$ cat config.mk
export PLATFORM = sky130hd
export DESIGN_NAME = onfi_wb_master
export DESIGN_NICKNAME = d
export VERILOG_FILES = /design/src/rtl/onfi_wb_master.sv
export SDC_FILE = /design/constraint.sdc
export NUM_CORES = 1
export LEC_CHECK = 0
export ABC_AREA = 1
export CAP_MARGIN = 20
export CORE_MARGIN = 1.5
export CORE_UTILIZATION = 41
export DETAILED_ROUTE_END_ITERATION = 12
export GPL_ROUTABILITY_DRIVEN = 0
export GPL_TIMING_DRIVEN = 0
export PLACE_DENSITY_LB_ADDON = 0.3
export SLEW_MARGIN = 0
export SYNTH_ARGS = -nofsm -noshare
export SYNTH_HDL_FRONTEND = slang
export SYNTH_SLANG_ARGS = --single-unit
$ cat constraint.sdc
create_clock -name mm_clk_i -period 1.3 [get_ports mm_clk_i]
set_input_delay 0.195 -clock mm_clk_i [delete_from_list [all_inputs] [get_ports mm_clk_i]]
set_output_delay 0.195 -clock mm_clk_i [all_outputs]
set_load 0.01 [all_outputs]
$ cat src/rtl/onfi_wb_master.sv
// Request/response front end driving a single-outstanding Wishbone classic initiator.
// Define ONFI_WB_TIMEOUT_EN to add a bus watchdog that ends stalled cycles with rsp_tmo_o.
module onfi_wb_master #(
    parameter int MM_DATA_W      = 32,
    parameter int MM_ADDR_W      = 8,
    parameter int TIMEOUT_CYCLES = 16
) (
    input  logic                 mm_clk_i,
    input  logic                 mm_rst_n_i,

    input  logic                 req_valid_i,
    output logic                 req_ready_o,
    input  logic                 req_we_i,
    input  logic [MM_ADDR_W-1:0] req_addr_i,
    input  logic [MM_DATA_W-1:0] req_dat_i,

    output logic                 rsp_valid_o,
    input  logic                 rsp_ready_i,
    output logic [MM_DATA_W-1:0] rsp_dat_o,
    output logic                 rsp_err_o,
    output logic                 rsp_tmo_o,

    output logic                 mm_cyc_o,
    output logic                 mm_stb_o,
    output logic                 mm_we_o,
    output logic [MM_ADDR_W-1:0] mm_addr_o,
    output logic [MM_DATA_W-1:0] mm_dat_o,
    input  logic [MM_DATA_W-1:0] mm_dat_i,
    input  logic                 mm_ack_i,
    input  logic                 mm_err_i
);

    if (TIMEOUT_CYCLES < 1 || TIMEOUT_CYCLES > 255) begin : g_bad_timeout
        $error("onfi_wb_master: TIMEOUT_CYCLES must be within 1..255");
    end

    typedef enum logic [1:0] {
        IDLE = 2'd0,
        BUS  = 2'd1,
        RESP = 2'd2
    } state_t;

    state_t                 state_q, state_d;
    logic                   ready_q, ready_d;
    logic                   cyc_q, cyc_d;
    logic                   we_q, we_d;
    logic [MM_ADDR_W-1:0]   addr_q, addr_d;
    logic [MM_DATA_W-1:0]   wdat_q, wdat_d;
    logic [MM_DATA_W-1:0]   rdat_q, rdat_d;
    logic                   err_q, err_d;

`ifdef ONFI_WB_TIMEOUT_EN
    localparam logic [7:0] TMO_LAST = 8'(TIMEOUT_CYCLES - 1);
    logic                   tmo_q, tmo_d;
    logic [7:0]             cnt_q, cnt_d;
`endif

    always_comb begin
        state_d = state_q;
        we_d    = we_q;
        addr_d  = addr_q;
        wdat_d  = wdat_q;
        rdat_d  = rdat_q;
        err_d   = err_q;
`ifdef ONFI_WB_TIMEOUT_EN
        tmo_d   = tmo_q;
        cnt_d   = cnt_q;
`endif
        case (state_q)
            IDLE: begin
                if (req_valid_i && ready_q) begin
                    state_d = BUS;
                    we_d    = req_we_i;
                    addr_d  = req_addr_i;
                    wdat_d  = req_we_i ? req_dat_i : '0;
                    rdat_d  = '0;
                    err_d   = 1'b0;
`ifdef ONFI_WB_TIMEOUT_EN
                    tmo_d   = 1'b0;
                    cnt_d   = '0;
`endif
                end
            end
            BUS: begin
                // An error outranks a simultaneous ack, and either outranks watchdog expiry.
                if (mm_err_i) begin
                    state_d = RESP;
                    err_d   = 1'b1;
                    rdat_d  = '0;
                end else if (mm_ack_i) begin
                    state_d = RESP;
                    rdat_d  = we_q ? '0 : mm_dat_i;
                end
`ifdef ONFI_WB_TIMEOUT_EN
                else if (cnt_q == TMO_LAST) begin
                    state_d = RESP;
                    tmo_d   = 1'b1;
                    rdat_d  = '0;
                end else begin
                    cnt_d = cnt_q + 8'd1;
                end
`endif
            end
            RESP: begin
                if (rsp_ready_i) begin
                    state_d = IDLE;
                end
            end
            default: state_d = IDLE;
        endcase
        ready_d = (state_d == IDLE);
        cyc_d   = (state_d == BUS);
    end

    // Ready is registered so it stays low for the whole reset and rises one edge after release.
    always_ff @(posedge mm_clk_i) begin
        if (!mm_rst_n_i) begin
            state_q <= IDLE;
            ready_q <= 1'b0;
            cyc_q   <= 1'b0;
            we_q    <= 1'b0;
            addr_q  <= '0;
            wdat_q  <= '0;
            rdat_q  <= '0;
            err_q   <= 1'b0;
`ifdef ONFI_WB_TIMEOUT_EN
            tmo_q   <= 1'b0;
            cnt_q   <= '0;
`endif
        end else begin
            state_q <= state_d;
            ready_q <= ready_d;
            cyc_q   <= cyc_d;
            we_q    <= we_d;
            addr_q  <= addr_d;
            wdat_q  <= wdat_d;
            rdat_q  <= rdat_d;
            err_q   <= err_d;
`ifdef ONFI_WB_TIMEOUT_EN
            tmo_q   <= tmo_d;
            cnt_q   <= cnt_d;
`endif
        end
    end

    assign req_ready_o = ready_q;
    assign rsp_valid_o = (state_q == RESP);
    assign rsp_dat_o   = rdat_q;
    assign rsp_err_o   = err_q;
`ifdef ONFI_WB_TIMEOUT_EN
    assign rsp_tmo_o   = tmo_q;
`else
    assign rsp_tmo_o   = 1'b0;
`endif

    assign mm_cyc_o    = cyc_q;
    assign mm_stb_o    = cyc_q;
    assign mm_we_o     = we_q;
    assign mm_addr_o   = addr_q;
    assign mm_dat_o    = wdat_q;

endmodule

==> summary.md <==
| Metric | Value |
|---|---|
| Status | `complete, no violations` |
| Post-synthesis sequential area ratio | `45.8%` |
| Grt ovf | `0` |
| # clock sinks | `78` |
| Max VDD drop | `0.665 mV` |
| Global-route wire length before repair | `15.5 mm` |
| Sequential power share | `41.6%` |
| Vert. Die Dim | `94.1 um` |
| Pwr Total | `6.34 mW` |
| Cell area after layout | `5310 um^2` |
| Crit end category | `flop` |
| Number of global-route vias before repair | `3445` |
| Syn avg cell area | `6.87 um^2` |
| Slew Limit Fails | `0` |
| Initial Util | `41.9%` |
| Core Rows | `33` |
| Via/cell ratio | `4.81` |
| Die Wd | `94.1 um` |
| Hold Buf Count CTS | `0` |
| Finished Core Util | `65.3%` |
| Io pins | `158` |
| Min cycle time layout | `1250 ps` |
| Final Skew | `5.20 ps` |
| Max FO, Critical Path | `10` |
| Hold crit path type | `in2reg` |
| Synthesized area | `3410 um^2` |
| Critical path arrival | `1490 ps` |
| Htree depth | `3` |
| Routed WL | `9.85 mm` |
| Pwr per Cell Area | `1190 nW/um^2` |
| Layout cell share with drive strength beyond 1 | `9.15%` |
| Critical Path Start Type | `flop` |
| CTS tree | `done` |
| Tot GR Track Use | `22.0%` |
| Final Hold Fails | `0` |
| Yosys Warn Count | `0` |
| Worst-path cell chain | `nor2_4 -> nand2_4 -> buf_2 -> o21ai_0 -> nor2_1` |
| Placed Area | `5080 um^2` |
| Clock buffer depth | `2` |
| Power Internal | `4.66 mW` |
| Sum Neg Setup Slack | `0 ps` |
| Synth area leader | `dfxtp_1` |
| Period utilization | `96.4%` |
| Nets | `741` |
| Critical-path top delay cell | `dfxtp_4` |
| Pre-Repair DR Iteration Count | `5` |
| Port Buffer Count | `154` |
| Slowest stage delay, CP | `380 ps` |
| Core area | `8130 um^2` |
| Iter 0 DRT Violations | `87` |
| Root buf cell | `clkbuf_8` |
| Setup violators final | `0` |
| WL per Instance | `12.8 um` |
| Critical path class | `reg2reg` |
| Yosys cell types | `18` |
| Fmax | `0.798 GHz` |
| Fillers | `762` |
| Data required time at the worst endpoint | `1540 ps` |
| RSZ-0062 raised after global routing | `true` |
| Num CTS Buffers | `9` |
| Post-synth net total | `575` |
| FF+latch count, synth | `78` |
| DR vias | `3712` |
| Synth top area cells | `dfxtp_1 (46%), nor2_1 (13%), nand2_1 (12%), nand4_1 (5.9%), a21oi_1 (5.4%)` |
| Commonest non-fill, non-tap cells in the layout | `nor2_1 (115), nand2_1 (103), dlygate4sd2_1 (77)` |
| Post-route setup slack | `47.0 ps` |
| Post-Place Cells | `755` |
| Clock power share | `37.9%` |
| Sw Ratio | `26.5%` |
| P_sw | `1.68 mW` |
| Area grow syn2layout | `55.8%` |
| Remaining antenna violation count | `0` |
| Clk_lat worst skew | `340 ps` |
| Commonest non-fill, non-tap cell in the layout | `nor2_1` |
| Leakage power | `2.65 nW` |
| Place WS | `-298 ps` |
| Clock slew seen by the registers of the worst setup and hold paths | `80 ps` |
| Max-Cap Viols | `0` |
| Area share of the largest cell type after synthesis | `45.8%` |
| Post-route insts no fill | `772` |
| Initial antenna violation count | `0` |
| Hold slack | `185 ps` |
| Mapped Cells | `496` |
| Largest net degree at the start of global routing | `15` |
| Antenna Cells | `0` |
| Placed wire-length estimate | `7.24 mm` |
| DRC errors left | `0` |
| Combinational share of power | `20.5%` |
| Die ar. | `8860 um^2` |
[final timing paths]
kind	endpoint	cells after the start	slack, ps	startpoint
hold / removal	req_ready_o$_SDFF_PN0_	3	190	mm_rst_n_i
setup / recovery	mm_addr_o[7]$_SDFFE_PN0P_	5	50	state_q[1]$_SDFF_PN0_
hold reg to reg	mm_dat_o[3]$_SDFFE_PN0P_	2	460	mm_dat_o[3]$_SDFFE_PN0P_
setup reg to reg	mm_addr_o[7]$_SDFFE_PN0P_	5	50	state_q[1]$_SDFF_PN0_
[cell families (layout without fill, tap and decap cells)]
group / Yosys count / in the layout / share of synthesized area (%)
other: 1 / 1 / 0.110
AOI/OAI and AO/OA: 46 / 46 / 6.76
buffers and inverters: 80 / 251 / 11.1
DFF: 78 / 78 / 45.8
and+or+nand+nor: 291 / 291 / 36.2
[power groups by stage]
stage	Sequential (mW)	Combinational (mW)	Clock, mW
after floorplan	2.77	0.603	0
after global placement	2.69	1.35	0
after detailed placement	2.70	1.38	0
after CTS	2.64	1.29	2.45
after global routing	2.66	1.43	2.56
final	2.64	1.30	2.40
[synthesized netlist by cell type (all sizes together)]
| library cell | count |
|---|---|
| nor2 | 117 |
| nand2 | 109 |
| dfxtp | 78 |
| inv | 39 |
| a21oi | 37 |
| nand3 | 33 |
| nand4 | 32 |
| buf | 22 |
| clkbuf | 18 |
| o21ai | 9 |
| clkinv | 1 |
| conb | 1 |
[state kept, by name, summed over array words and instances, names as in the netlist]
register     count
mm_cyc_o         1
req_ready_o      1
mm_addr_o        8
mm_we_o          1
rsp_err_o        1
mm_dat_o        32
rsp_dat_o       32
state_q          2
[worst max-delay path: cells and delay by family, from the launching register on]
family,cells,cell delay [ps]
compound gates,1,190
buf+inv,1,200
flops,1,380
simple gates,3,380
[final cells by class]
type	count	area [um^2]	area share, %
buffer	40	251	4.74
inverter	40	153	2.88
sequential	78	1570	29.5
multi-input combinational	338	1490	28.0
clock inverter	7	145	2.73
clock buffer	9	124	2.33
timing repair buffer	155	1450	27.3
tap	105	131	2.48
[timing repair]
item,4_1_cts,5_1_grt
pin swaps,1,1
setup buffers,1,0
endpoints found under the setup margin,136,67
resized for setup,90,20
[per-layer routing]
metal	vias up	track usage [%]	wire [um]
met1	1675	26.0	4000
met2	123	37.8	4890
met3	11	6.39	846
met5	-	0	0
li1	1903	-	-
met4	0	7.59	111
Power figures use the tool's default switching activity.
